$ cat config.mk
export PLATFORM = sky130hd
export DESIGN_NAME = clk_sched
export DESIGN_NICKNAME = d
export VERILOG_FILES = /design/src/rtl/clk_sched_pkg.sv /design/src/rtl/clk_sched_chan.sv /design/src/rtl/clk_sched.sv
export SDC_FILE = /design/constraint.sdc
export NUM_CORES = 1
export LEC_CHECK = 0
export ABC_AREA = 1
export CAP_MARGIN = 20
export CORE_UTILIZATION = 63
export DETAILED_ROUTE_END_ITERATION = 10
export HOLD_SLACK_MARGIN = 0.08
export PLACE_DENSITY = 0.86
export SLEW_MARGIN = 10
export SYNTH_ARGS = -nofsm -noshare
export SYNTH_HDL_FRONTEND = slang
export SYNTH_SLANG_ARGS = --single-unit
$ cat constraint.sdc
create_clock -name clkin -period 2.72 [get_ports clkin]
set_input_delay 0.544 -clock clkin [delete_from_list [all_inputs] [get_ports clkin]]
set_output_delay 0.544 -clock clkin [all_outputs]
set_load 0.005 [all_outputs]
$ cat src/rtl/clk_sched_pkg.sv
// Shared types and constants for the clk_sched clock-enable scheduler.
// lim_of() converts a target output frequency into a half-period limit.
package clk_sched_pkg;

    typedef enum logic [1:0] {
        IDLE = 2'd0,
        RUN  = 2'd1,
        PEND = 2'd2,
        STOP = 2'd3
    } chan_state_t;

    localparam int          CNTW     = 32;
    localparam int unsigned SYS_FREQ = 100000000;

    function automatic logic [CNTW-1:0] lim_of(input int unsigned freq);
        return CNTW'(SYS_FREQ / 32'd2 / freq - 32'd1);
    endfunction

endpackage

$ cat src/rtl/clk_sched_chan.sv
// One divider channel of clk_sched: counter, live limit, shadow limit and FSM.
// The FSM state is exported so the top level can derive ready/active from it.
module clk_sched_chan
    import clk_sched_pkg::*;
#(
    parameter int              CNTW      = clk_sched_pkg::CNTW,
    parameter logic [CNTW-1:0] DEF_LIMIT = CNTW'(99999)
) (
    input  logic            clkin,
    input  logic            rstn,
    input  logic            wr,
    input  logic            wr_en,
    input  logic [CNTW-1:0] wr_limit,
    input  logic            sync,
    output logic            clkout,
    output logic            tick,
    output chan_state_t     state
);

    chan_state_t     state_n;
    logic [CNTW-1:0] cnt_q, cnt_n;
    logic [CNTW-1:0] limit_q, limit_n;
    logic [CNTW-1:0] shadow_q, shadow_n;
    logic            clk_n, tick_n, wrap;

    // >= so that a limit lowered below the running count still wraps at once
    assign wrap = (state != IDLE) && (cnt_q >= limit_q);

    always_comb begin
        state_n  = state;
        cnt_n    = cnt_q;
        limit_n  = limit_q;
        shadow_n = shadow_q;
        clk_n    = clkout;
        tick_n   = 1'b0;

        if (state == IDLE) begin
            cnt_n = '0;
            clk_n = 1'b0;
        end else if (sync) begin
            cnt_n = '0;
            clk_n = 1'b0;
            if (state == PEND) begin
                limit_n = shadow_q;
            end
            state_n = (state == STOP) ? IDLE : RUN;
        end else if (wrap) begin
            cnt_n  = '0;
            clk_n  = ~clkout;
            tick_n = 1'b1;
            if (state == PEND) begin
                limit_n = shadow_q;
                state_n = RUN;
            end else if (state == STOP) begin
                clk_n   = 1'b0;
                state_n = IDLE;
            end
        end else begin
            cnt_n = cnt_q + 1'b1;
        end

        // A write is applied on top of this cycle's wrap/sync result.
        if (wr) begin
            if (state == IDLE) begin
                limit_n = wr_limit;
                if (wr_en) begin
                    cnt_n   = '0;
                    state_n = RUN;
                end
            end else if (state == RUN) begin
                if (wr_en) begin
                    shadow_n = wr_limit;
                    state_n  = PEND;
                end else if (!clk_n) begin
                    cnt_n   = '0;
                    state_n = IDLE;
                end else begin
                    state_n = STOP;
                end
            end
        end
    end

    always_ff @(posedge clkin) begin
        if (!rstn) begin
            state    <= IDLE;
            cnt_q    <= '0;
            limit_q  <= DEF_LIMIT;
            shadow_q <= DEF_LIMIT;
            clkout   <= 1'b0;
            tick     <= 1'b0;
        end else begin
            state    <= state_n;
            cnt_q    <= cnt_n;
            limit_q  <= limit_n;
            shadow_q <= shadow_n;
            clkout   <= clk_n;
            tick     <= tick_n;
        end
    end

endmodule

$ cat src/rtl/clk_sched.sv
// Multi-channel clock-enable scheduler with one shared config port.
// Define CLK_SCHED_SYNC_EN to add the sync (phase-realign) input.
module clk_sched
    import clk_sched_pkg::*;
#(
    parameter int              NCH       = 4,
    parameter int              CNTW      = clk_sched_pkg::CNTW,
    parameter logic [CNTW-1:0] DEF_LIMIT = CNTW'(99999),
    localparam int             CHW       = (NCH > 1) ? $clog2(NCH) : 1
) (
    input  logic            clkin,
    input  logic            rstn,
    input  logic            cfg_valid,
    output logic            cfg_ready,
    input  logic [CHW-1:0]  cfg_ch,
    input  logic [CNTW-1:0] cfg_limit,
    input  logic            cfg_en,
`ifdef CLK_SCHED_SYNC_EN
    input  logic            sync,
`endif
    output logic [NCH-1:0]  clkout,
    output logic [NCH-1:0]  tick,
    output logic [NCH-1:0]  active
);

    // Handshake: a write is taken on any edge where cfg_valid && cfg_ready;
    // cfg_ready drops only while the addressed channel has an update or stop in flight.
    chan_state_t ch_state [NCH];
    logic        sync_i;
    logic        hs;

`ifdef CLK_SCHED_SYNC_EN
    assign sync_i = sync;
`else
    assign sync_i = 1'b0;
`endif

    always_comb begin
        cfg_ready = 1'b1;
        for (int i = 0; i < NCH; i++) begin
            if (cfg_ch == CHW'(i) && (ch_state[i] == PEND || ch_state[i] == STOP)) begin
                cfg_ready = 1'b0;
            end
        end
    end

    assign hs = cfg_valid && cfg_ready;

    for (genvar g = 0; g < NCH; g++) begin : g_ch
        clk_sched_chan #(
            .CNTW      (CNTW),
            .DEF_LIMIT (DEF_LIMIT)
        ) u_chan (
            .clkin    (clkin),
            .rstn     (rstn),
            .wr       (hs && (cfg_ch == CHW'(g))),
            .wr_en    (cfg_en),
            .wr_limit (cfg_limit),
            .sync     (sync_i),
            .clkout   (clkout[g]),
            .tick     (tick[g]),
            .state    (ch_state[g])
        );

        assign active[g] = (ch_state[g] != IDLE);
    end

endmodule

======== After elaboration in Yosys (flattened, before gate mapping) ========
Cells that the tools add are included.
word-level totals
  bits in registers ....................... 400
  latch bits .............................. 0
  memory bits (writable) .................. 0
  bits in read-only memories .............. 0
  input port bits ......................... 38
  output and inout port bits .............. 13
  logic and storage cells ................. 206
  memories kept ........................... 0
operators by class
  add/sub/neg operators ................... 4
  multipliers ............................. 0
  div/mod/pow operators ................... 0
  magnitude comparators ................... 4
  equal/unequal tests ..................... 15
  shift-type cells ........................ 0
  multiplexer cells ....................... 116
  bitwise gates (word level) .............. 9
  reductions and logical operators ........ 34
operator list
  cell                     count
  $mux W32                 52
  $add A32 B1 Y32 const B  4
  $ge A32 B32 Y1           4
  $mux W2                  40
  $mux W1                  24
  $eq A2 B2 Y1 const B     10
  $reduce_and A4 Y1        4
  $logic_and A1 B1 Y1      13
  $eq A2 B1 Y1 const B     5
  $logic_not A2 Y1         5
  $not A1 Y1               9
  $reduce_bool A2 Y1       4
  $reduce_or A2 Y1         4
  $logic_or A1 B1 Y1       4

======== Longest topological paths before layout ========
Gate-level depths: netlist of the first run.
  depth in word-level cells ............... 10
  mapped depth ............................ 20
  mapped depth without buffers ............ 19

======== Modules after synthesis ========
A second synthesis of the first run with hierarchy kept.
unflattened totals
  cell total of the unflattened synthesis .. 3,283
  area, all modules ....................... 22,979.5 um^2
by module, submodules not included
  module                            instances  cells an instance  area an instance (um^2)  sequential area each (um^2)
  clk_sched_chan at g_ch[2].u_chan  1          837                5,863.1                  2,001.9
  clk_sched_chan at g_ch[3].u_chan  1          815                5,739.3                  2,001.9
  clk_sched_chan at g_ch[0].u_chan  1          817                5,714.2                  2,001.9
  clk_sched_chan at g_ch[1].u_chan  1          790                5,554.1                  2,001.9
  clk_sched                         1          24                 108.9                    0.0

======== Least setup slack after synthesis of the first run ========
Ideal clock, no wire load.
  kind .................................... flip-flop to flip-flop
  from .................................... reg g_ch[1].u_chan.state[0]
  to ...................................... reg g_ch[1].u_chan.shadow_q[10]
  library setup time ...................... 0.144 ns
  data arrival time ....................... 2.021 ns
  required time ........................... 2.576 ns
  slack ................................... 0.555 ns
  stages on the path, launching flop included .. 16
  buffers on the path ..................... 1
  period minus slack after synthesis ...... 2.165 ns
  cells stage by stage .................... dfxtp_1 -> inv_1 -> ha_1 -> inv_2 -> nand2_1 -> nand3_1 -> o21ai_1 -> nor2_2 -> nand2_2 -> nor3_2 -> nand3_2 -> nor2_4 -> inv_2 -> buf_6 -> nand2_1 -> o211ai_2
between the ends
  word-level cells in the longest chain between the ends .. 9
  elaborated cells between the ends (all ways) .. 13
  classes of those cells .................. eq/ne: 3; mux: 3; bitwise: 1; reduce/logical: 6
ends and longest elaborated chain
  what                           line                  text
  start: declaration             clk_sched_chan.sv:17  output chan_state_t state
  start signal: assignment       clk_sched_chan.sv:93  state <= state_n;
  $eq A2 B2 Y1                   -
  $logic_or A1 B1 Y1 *           clk_sched.sv:41       if (cfg_ch == CHW'(i) && (ch_state[i] == PEND || ch_state[i] == STOP)) begin
  $logic_and A1 B1 Y1 *          clk_sched.sv:41
  $mux W1 * (3 in a row)         clk_sched.sv:41
  named net cfg_ready            clk_sched.sv:14       output logic cfg_ready,
  $logic_and A1 B1 Y1 *          clk_sched.sv:47       assign hs = cfg_valid && cfg_ready;
  $logic_and A1 B1 Y1 *          clk_sched.sv:56       .wr (hs && (cfg_ch == CHW'(g))),
  $reduce_and A4 Y1 (no line) *  -
  end signal: assignment         clk_sched_chan.sv:96  shadow_q <= shadow_n;
  end: declaration               clk_sched_chan.sv:23  logic [CNTW-1:0] shadow_q, shadow_n;
Mark *: on every way through the listed nets, which the timed path passes. The rest lies on a longest branch.
A chain may end at the register's enable or synchronous reset.

======== Worst setup path in the final report of the first run ========
  from .................................... reg g_ch[3].u_chan.state[1]
  to ...................................... out active[3]
between the ends
  word-level cells in the longest chain between the ends .. 1
ends and longest elaborated chain
  what                      line                  text
  start: declaration        clk_sched_chan.sv:17
  start signal: assignment  clk_sched_chan.sv:93
  $reduce_bool A2 Y1        clk_sched.sv:65       assign active[g] = (ch_state[g] != IDLE);
  end: declaration          clk_sched.sv:23       output logic [NCH-1:0] active
Every way passes these cells.

==> results of run 1 <==
logic make-up (layout without fill, tap and decap cells):
family	count (synthesis)	count (layout)	share of synthesized area, %
fa+ha+maj	152	152	8.780
xor+xnor	68	68	2.750
simple gates	1260	1260	24.90
mux	1	1	0.04621
buf+inv	594	659	10.92
flops	400	400	36.97
compound gates	616	616	15.64
flip-flops by register name, summed over array words and instances, names as in the netlist:
signal	flops
g_ch.u_chan.clkout	4
g_ch.u_chan.cnt_q	128
g_ch.u_chan.limit_q	128
g_ch.u_chan.shadow_q	128
g_ch.u_chan.state	8
g_ch.u_chan.tick	4
how the worst max path moves through the flow:
stage,slack (ns),cells after the start,endpoint,from
2_1_floorplan,0.55,15,g_ch[1].u_chan.shadow_q[10]$_SDFFE_PN1P_,g_ch[1].u_chan.state[0]$_SDFF_PN0_
3_3_place_gp,-0.30,13,g_ch[1].u_chan.cnt_q[9]$_SDFF_PN0_,cfg_ch[1]
3_5_place_dp,-0.45,12,g_ch[1].u_chan.shadow_q[2]$_SDFFE_PN1P_,cfg_ch[1]
4_1_cts,0.04,4,active[2],g_ch[2].u_chan.state[1]$_SDFF_PN0_
5_1_grt,-0.03,13,g_ch[3].u_chan.cnt_q[16]$_SDFF_PN0_,g_ch[3].u_chan.cnt_q[19]$_SDFF_PN0_
6_report,0.10,4,active[3],g_ch[3].u_chan.state[1]$_SDFF_PN0_
cell usage after synthesis, drive strengths merged, types with 54 or more instances:
library cell  number
dfxtp            400
clkbuf            70
a21oi            286
nor2             251
nand4             75
buf               61
xor2              54
inv              459
nand2            697
o211ai            56
ha               152
o21ai            253
nor3              67
nand3            132
final cells by class:
type | count | area [um^2] | area share (%)
tap | 448 | 560.5 | 2.306
multi-input combinational | 2097 | 11340 | 46.64
inverter | 463 | 1744 | 7.176
clock buffer | 64 | 1267 | 5.214
timing repair buffer | 122 | 1279 | 5.261
sequential | 400 | 8015 | 32.97
clock inverter | 10 | 103.9 | 0.4272
per-stage QoR:
| step | utilization (%) | instance area (um^2) |
|---|---|---|
| 3_3_place_gp | 67.78 | 22840 |
| 5_1_grt | 72.13 | 24310 |
| 2_1_floorplan | - | 21660 |
| 3_5_place_dp | 67.78 | 22840 |
| 6_report | 72.13 | 24310 |
| 4_1_cts | 72.05 | 24280 |
what timing repair did:
item	in CTS	in global routing
pin swaps	5	0
setup buffers	4	0
gates resized for setup	20	10
setup endpoints to repair	93	103
critical path: stages (launching register included):
cell and delay [ns]:
dfxtp_1 0.41, inv_1 0.10, ha_1 0.26, inv_1 0.22, clkdlybuf4s50_1 0.54
routing by layer:
metal,vias to the layer above,wire length (um),global-route usage (%)
li1,10120,-,-
met3,195,4814,3.959
met4,0,3795,21.67
met2,971,27280,54.65
met1,9489,24950,43.68
met5,-,0,0
layout by cell type, fill, tap and decap left out, types with 3 or more instances in the layout:
cell	count
clkbuf_8	7
inv_2	13
dfxtp_1	394
clkbuf_1	12
o211ai_2	10
a21oi_1	267
clkinv_2	7
nand2_1	692
buf_4	53
a31oi_1	4
and3_1	3
dfxtp_2	6
nor3_2	3
clkbuf_16	45
nand4_1	74
nor4_1	16
clkdlybuf4s50_1	48
a21o_1	4
nand2_2	3
nand3_1	128
nand3_2	4
inv_1	445
buf_12	19
nor2_2	7
o21ai_0	191
nand3b_1	8
nor2_4	8
o21ai_1	61
clkinv_1	3
nor2_1	236
o21a_1	6
xnor2_1	14
o21bai_1	3
or2_2	6
xor2_1	54
o211ai_1	46
ha_1	150
a21oi_2	19
nor3_1	63
power groups by stage:
stage	logic, mW	registers [mW]	clock network, mW
after floorplan	0.565	6.13	0
after global placement	0.850	6.14	0
after detailed placement	0.895	6.14	0
after CTS	0.908	6.01	5.78
after global routing	1.03	6.02	6.03
final	0.931	6.02	5.77
==> impl_metrics.env, run 1 <==
export IMPL_die_y_um=187.4
export IMPL_switching_share_pct=23.95
export IMPL_synth_avg_cell_area_um2=7.008
export IMPL_worstMarginPinSlew_ns=0.8103
export IMPL_vias_per_cell=5.763
export IMPL_combPwrFrac_pct=7.3
export IMPL_final_instance_count_excl_fill=3604
export IMPL_reg2reg_slack_ns=0.16
export IMPL_hold_slack_ns=0.4524
export IMPL_maxCapViolCount=0
export IMPL_hold_viol=0
export IMPL_drt_iter0_markers=1774
export IMPL_finalSetupTns_ns=0
export IMPL_hold_class="in -> reg"
export IMPL_synth_area_mm2=0.02166
export IMPL_grt_antenna_before_repair=0
export IMPL_arrival_ns=2.07
export IMPL_holdPathEnd="g_ch[3].u_chan.state[0]$_SDFF_PN0_"
export IMPL_period_needed_ns=2.615
export IMPL_ys_types=46
export IMPL_grtUsageTotal_pct=34.07
export IMPL_timing_rr_end="g_ch[1].u_chan.shadow_q[15]$_SDFFE_PN1P_"
export IMPL_peakVddDrop_mv=0.5238
export IMPL_grt_pass1_vias=19580
export IMPL_pre_cts_ws_ns=-0.4476
export IMPL_grt_pass1_wl_mm=98.09
export IMPL_synth_area_top_cells="dfxtp_1 (37%), nand2_1 (12%), ha_1 (8.8%)"
export IMPL_synth_top_area_share_pct=36.97
export IMPL_p_per_area_mw_per_mm2=523.1
export IMPL_worstPathMaxFanout=5
export IMPL_start_kind="register"
export IMPL_drtPass1Iterations=8
export IMPL_cts_root_buf="clkbuf_16"
export IMPL_power_frac_clock_pct=45.4
export IMPL_async_flop_share_pct=0
export IMPL_die_area_mm2=0.03513
export IMPL_clk_pin_slew_worst_paths_ns=0.06
export IMPL_dp_hpwl_mm=42.38
export IMPL_drive_gt1_share_pct=7.098
export IMPL_p_switching_mw=3.046
export IMPL_fin_crit_sh_pct=96.14
export IMPL_cts_tree="built"
export IMPL_p_int_mw=9.670
export IMPL_antennaDiodeCount=0
export IMPL_gp_congestion=0.8951
export IMPL_grt_max_degree=135
export IMPL_ys_seq_area_share_pct=36.97
export IMPL_antenna_left=0
export IMPL_total_power_mw=12.72
export IMPL_dp_cells=3526
export IMPL_clock_fmax_mhz=382.4
export IMPL_maxSlewViolCount=0
export IMPL_fp_coreArea_mm2=0.03370
export IMPL_hold_depth=3
export IMPL_synth_nets=3281
export IMPL_worstPathRequired_ns=2.18
export IMPL_ctsHoldBuffers=0
export IMPL_drcViolationCount=0
export IMPL_clock_skew_ns=0.01889
export IMPL_io_pins=51
export IMPL_initial_core_util_pct=64.28
export IMPL_ff2ff_path_depth=14
export IMPL_vias=20770
export IMPL_reg2reg_from="g_ch[1].u_chan.state[0]$_SDFF_PN0_"
export IMPL_seqPwrFrac_pct=47.3
export IMPL_routed_wl_mm=60.85
export IMPL_setup_viol=0
export IMPL_synth_flop_cell="dfxtp_1"
export IMPL_gr_total_overflow=0
export IMPL_dieWidth_um=187.4
export IMPL_max_slew_margin_pct=45.57
export IMPL_outcome="completed"
export IMPL_min_from="rstn"
export IMPL_synthCells=3091
export IMPL_cts_made_buffers=42
export IMPL_clockBufferDepth=3
export IMPL_synth_edff_count=0
export IMPL_htreeDepth=2
export IMPL_finalNetCount=3316
export IMPL_io_buffers=50
export IMPL_worst_slack_ns=0.1049
export IMPL_ys_ff_latch=400
export IMPL_routedWlPerCell_um=16.88
export IMPL_cellLeakagePower_nw=11.43
export IMPL_clock_sinks=400
export IMPL_clk_latency_ns=0.55
export IMPL_row_count=67
export IMPL_end_kind="primary output"
export IMPL_synth_top_area_cell="dfxtp_1"
export IMPL_ys_warn_count=0
export IMPL_syn2layout_area_growth_pct=12.22
export IMPL_nFillCells=2629
export IMPL_crit_type="reg -> out"
Note: power is estimated with default switching activity, not from simulation.
==> inputs of run 2 (changes only) <==
SETUP_SLACK_MARGIN = 0.15   (was not set)
==> run 2 against run 1 <==
  * Die area unchanged
  * First-iteration DRC count increased by 1.8%
  * Design area increased by 1.4%
  * Critical path depth unchanged
  * Wire length increased by 1.7%
  * Register-to-register slack improved by 0.10 ns
  * Count of clock-buffer cells in the layout unchanged
  * Critical path type unchanged
==> impl_metrics.env, run 2 (same netlist as run 1, synthesis figures left out) <==
export IMPL_dieWidth_um=187.4
export IMPL_worstPathRequired_ns=2.18
export IMPL_cts_made_buffers=42
export IMPL_end_kind="primary output"
export IMPL_initial_core_util_pct=64.28
export IMPL_clock_skew_ns=0.02139
export IMPL_routedWlPerCell_um=17.11
export IMPL_max_slew_margin_pct=46.53
export IMPL_syn2layout_area_growth_pct=13.78
export IMPL_placedInstanceArea_mm2=0.02284
export IMPL_clk_pin_slew_worst_paths_ns=0.06
export IMPL_htreeDepth=2
export IMPL_worstPathMaxFanout=5
export IMPL_seqPwrFrac_pct=47.2
export IMPL_grt_antenna_before_repair=0
export IMPL_outcome="completed"
export IMPL_grt_max_degree=135
export IMPL_final_instance_count_excl_fill=3618
export IMPL_hold_viol=0
export IMPL_antenna_left=0
export IMPL_grt_pass1_vias=19650
export IMPL_maxCapViolCount=0
export IMPL_p_switching_mw=3.077
export IMPL_clk_latency_ns=0.55
export IMPL_clock_sinks=400
export IMPL_hold_class="in -> reg"
export IMPL_start_kind="register"
export IMPL_maxSlewViolCount=0
export IMPL_io_buffers=50
export IMPL_routed_wl_mm=61.90
export IMPL_dp_hpwl_mm=42.38
export IMPL_gp_congestion=0.8951
export IMPL_utilization_pct=73.13
export IMPL_switching_share_pct=24.12
export IMPL_drive_gt1_share_pct=8.360
export IMPL_drtPass1Iterations=6
export IMPL_drt_iter0_markers=1806
export IMPL_reg2reg_slack_ns=0.26
export IMPL_die_area_mm2=0.03513
export IMPL_gr_total_overflow=0
export IMPL_antennaDiodeCount=0
export IMPL_ctsHoldBuffers=0
export IMPL_p_per_area_mw_per_mm2=517.7
export IMPL_nFillCells=2561
export IMPL_clockBufferDepth=3
export IMPL_peakVddDrop_mv=0.5314
export IMPL_io_pins=51
export IMPL_cts_root_buf="clkbuf_16"
export IMPL_rsz0062_at_grt="true"
export IMPL_finalNetCount=3330
export IMPL_setup_viol=0
export IMPL_dp_cells=3526
export IMPL_grt_pass1_wl_mm=98.35
export IMPL_combPwrFrac_pct=7.5
export IMPL_layout_common_cells="nand2_1 (687), inv_1 (444), dfxtp_1 (384)"
export IMPL_worstMarginPinSlew_ns=0.7959
export IMPL_cellLeakagePower_nw=11.57
export IMPL_die_y_um=187.4
export IMPL_grtUsageTotal_pct=34.15
export IMPL_p_int_mw=9.682
export IMPL_fin_crit_sh_pct=91.83
export IMPL_crit_type="reg -> out"
export IMPL_drcViolationCount=0
export IMPL_row_count=67
export IMPL_period_needed_ns=2.498
export IMPL_vias=20960
export IMPL_cts_tree="built"
export IMPL_fp_coreArea_mm2=0.03370
export IMPL_vias_per_cell=5.794
export IMPL_power_frac_clock_pct=45.3
export IMPL_top_regs="g_ch.u_chan.cnt_q: 128 flops, g_ch.u_chan.limit_q: 128 flops, g_ch.u_chan.shadow_q: 128 flops"
export IMPL_layout_commonest_cell="nand2_1"
export IMPL_final_cell_area_mm2=0.02465
export IMPL_arrival_ns=1.95
export IMPL_clock_fmax_mhz=400.4
## run 2: cell types whose count changed in the layout (fill, tap and decap cells not counted), moves of 3 or more
cell	previous run	this run
a21oi_1	267	264
buf_12	19	22
buf_6	1	6
clkbuf_16	45	49
dfxtp_1	394	384
dfxtp_2	6	16
nand2_1	692	687
nand2_2	3	7
nor3_1	63	60
nor3_2	3	6
o21ai_0	191	184
o21ai_1	61	68
## run 2: timing repair
action                                  4_1_cts  5_1_grt
endpoints found under the hold margin         0        0
cloned                                        0        5
endpoints found under the setup margin      210      231
buffers inserted                              5        8
gates resized for setup                      25       53
pin swaps                                     5        8
## run 2: metal layers
layer / up-vias / global-route usage, % / wire, um
met2: 989 / 54.55 / 28090
met4: 0 / 22.30 / 3906
met5: - / 0 / 0
li1: 10140 / - / -
met1: 9633 / 43.69 / 24780
met3: 198 / 4.034 / 5115
## run 2: through the flow
step | power, mW | worst slack (ns) | hold slack [ns] | TNS (ns)
5_1_grt | 13.11 | 0.08754 | 0.4754 | 0
4_1_cts | 12.71 | 0.1380 | 0.4366 | 0
3_5_place_dp | 7.038 | -0.4476 | 0.4516 | -32.42
3_3_place_gp | 6.989 | -0.2968 | 0.4434 | -20.35
2_1_floorplan | 6.692 | 0.5549 | 0.4297 | 0
6_report | 12.76 | 0.2223 | 0.4522 | 0
## run 2: critical path, stage by stage, from the launching register on
cell,delay (ns)
dfxtp_1,0.42
inv_1,0.11
ha_2,0.23
inv_2,0.13
clkdlybuf4s50_1,0.51
## run 2: cell type report
class	instances	area, um^2	area share [%]
Clock inverter	10	103.9	0.4214
Multi-Input combinational cell	2097	11430	46.38
Sequential cell	400	8028	32.57
Clock buffer	64	1267	5.143
Timing Repair Buffer	136	1510	6.128
Tap cell	448	560.5	2.274
Inverter	463	1745	7.082
## run 2: power groups by stage
stage / clock network (mW) / logic (mW) / registers (mW)
after floorplan: 0 / 0.565 / 6.13
after global placement: 0 / 0.850 / 6.14
after detailed placement: 0 / 0.895 / 6.14
after CTS: 5.78 / 0.911 / 6.01
after global routing: 6.03 / 1.05 / 6.02
final: 5.78 / 0.958 / 6.02
## run 2: path summary, 6_finish.rpt
kind	start	endpoint	cells after the start
worst max-delay path	g_ch[3].u_chan.state[1]$_SDFF_PN0_	active[3]	4
worst min-delay path	rstn	g_ch[3].u_chan.state[0]$_SDFF_PN0_	3
worst max register to register	g_ch[1].u_chan.state[0]$_SDFF_PN0_	g_ch[1].u_chan.shadow_q[31]$_SDFFE_PN0P_	15
worst min register to register	g_ch[3].u_chan.cnt_q[0]$_SDFF_PN0_	g_ch[3].u_chan.cnt_q[0]$_SDFF_PN0_	1
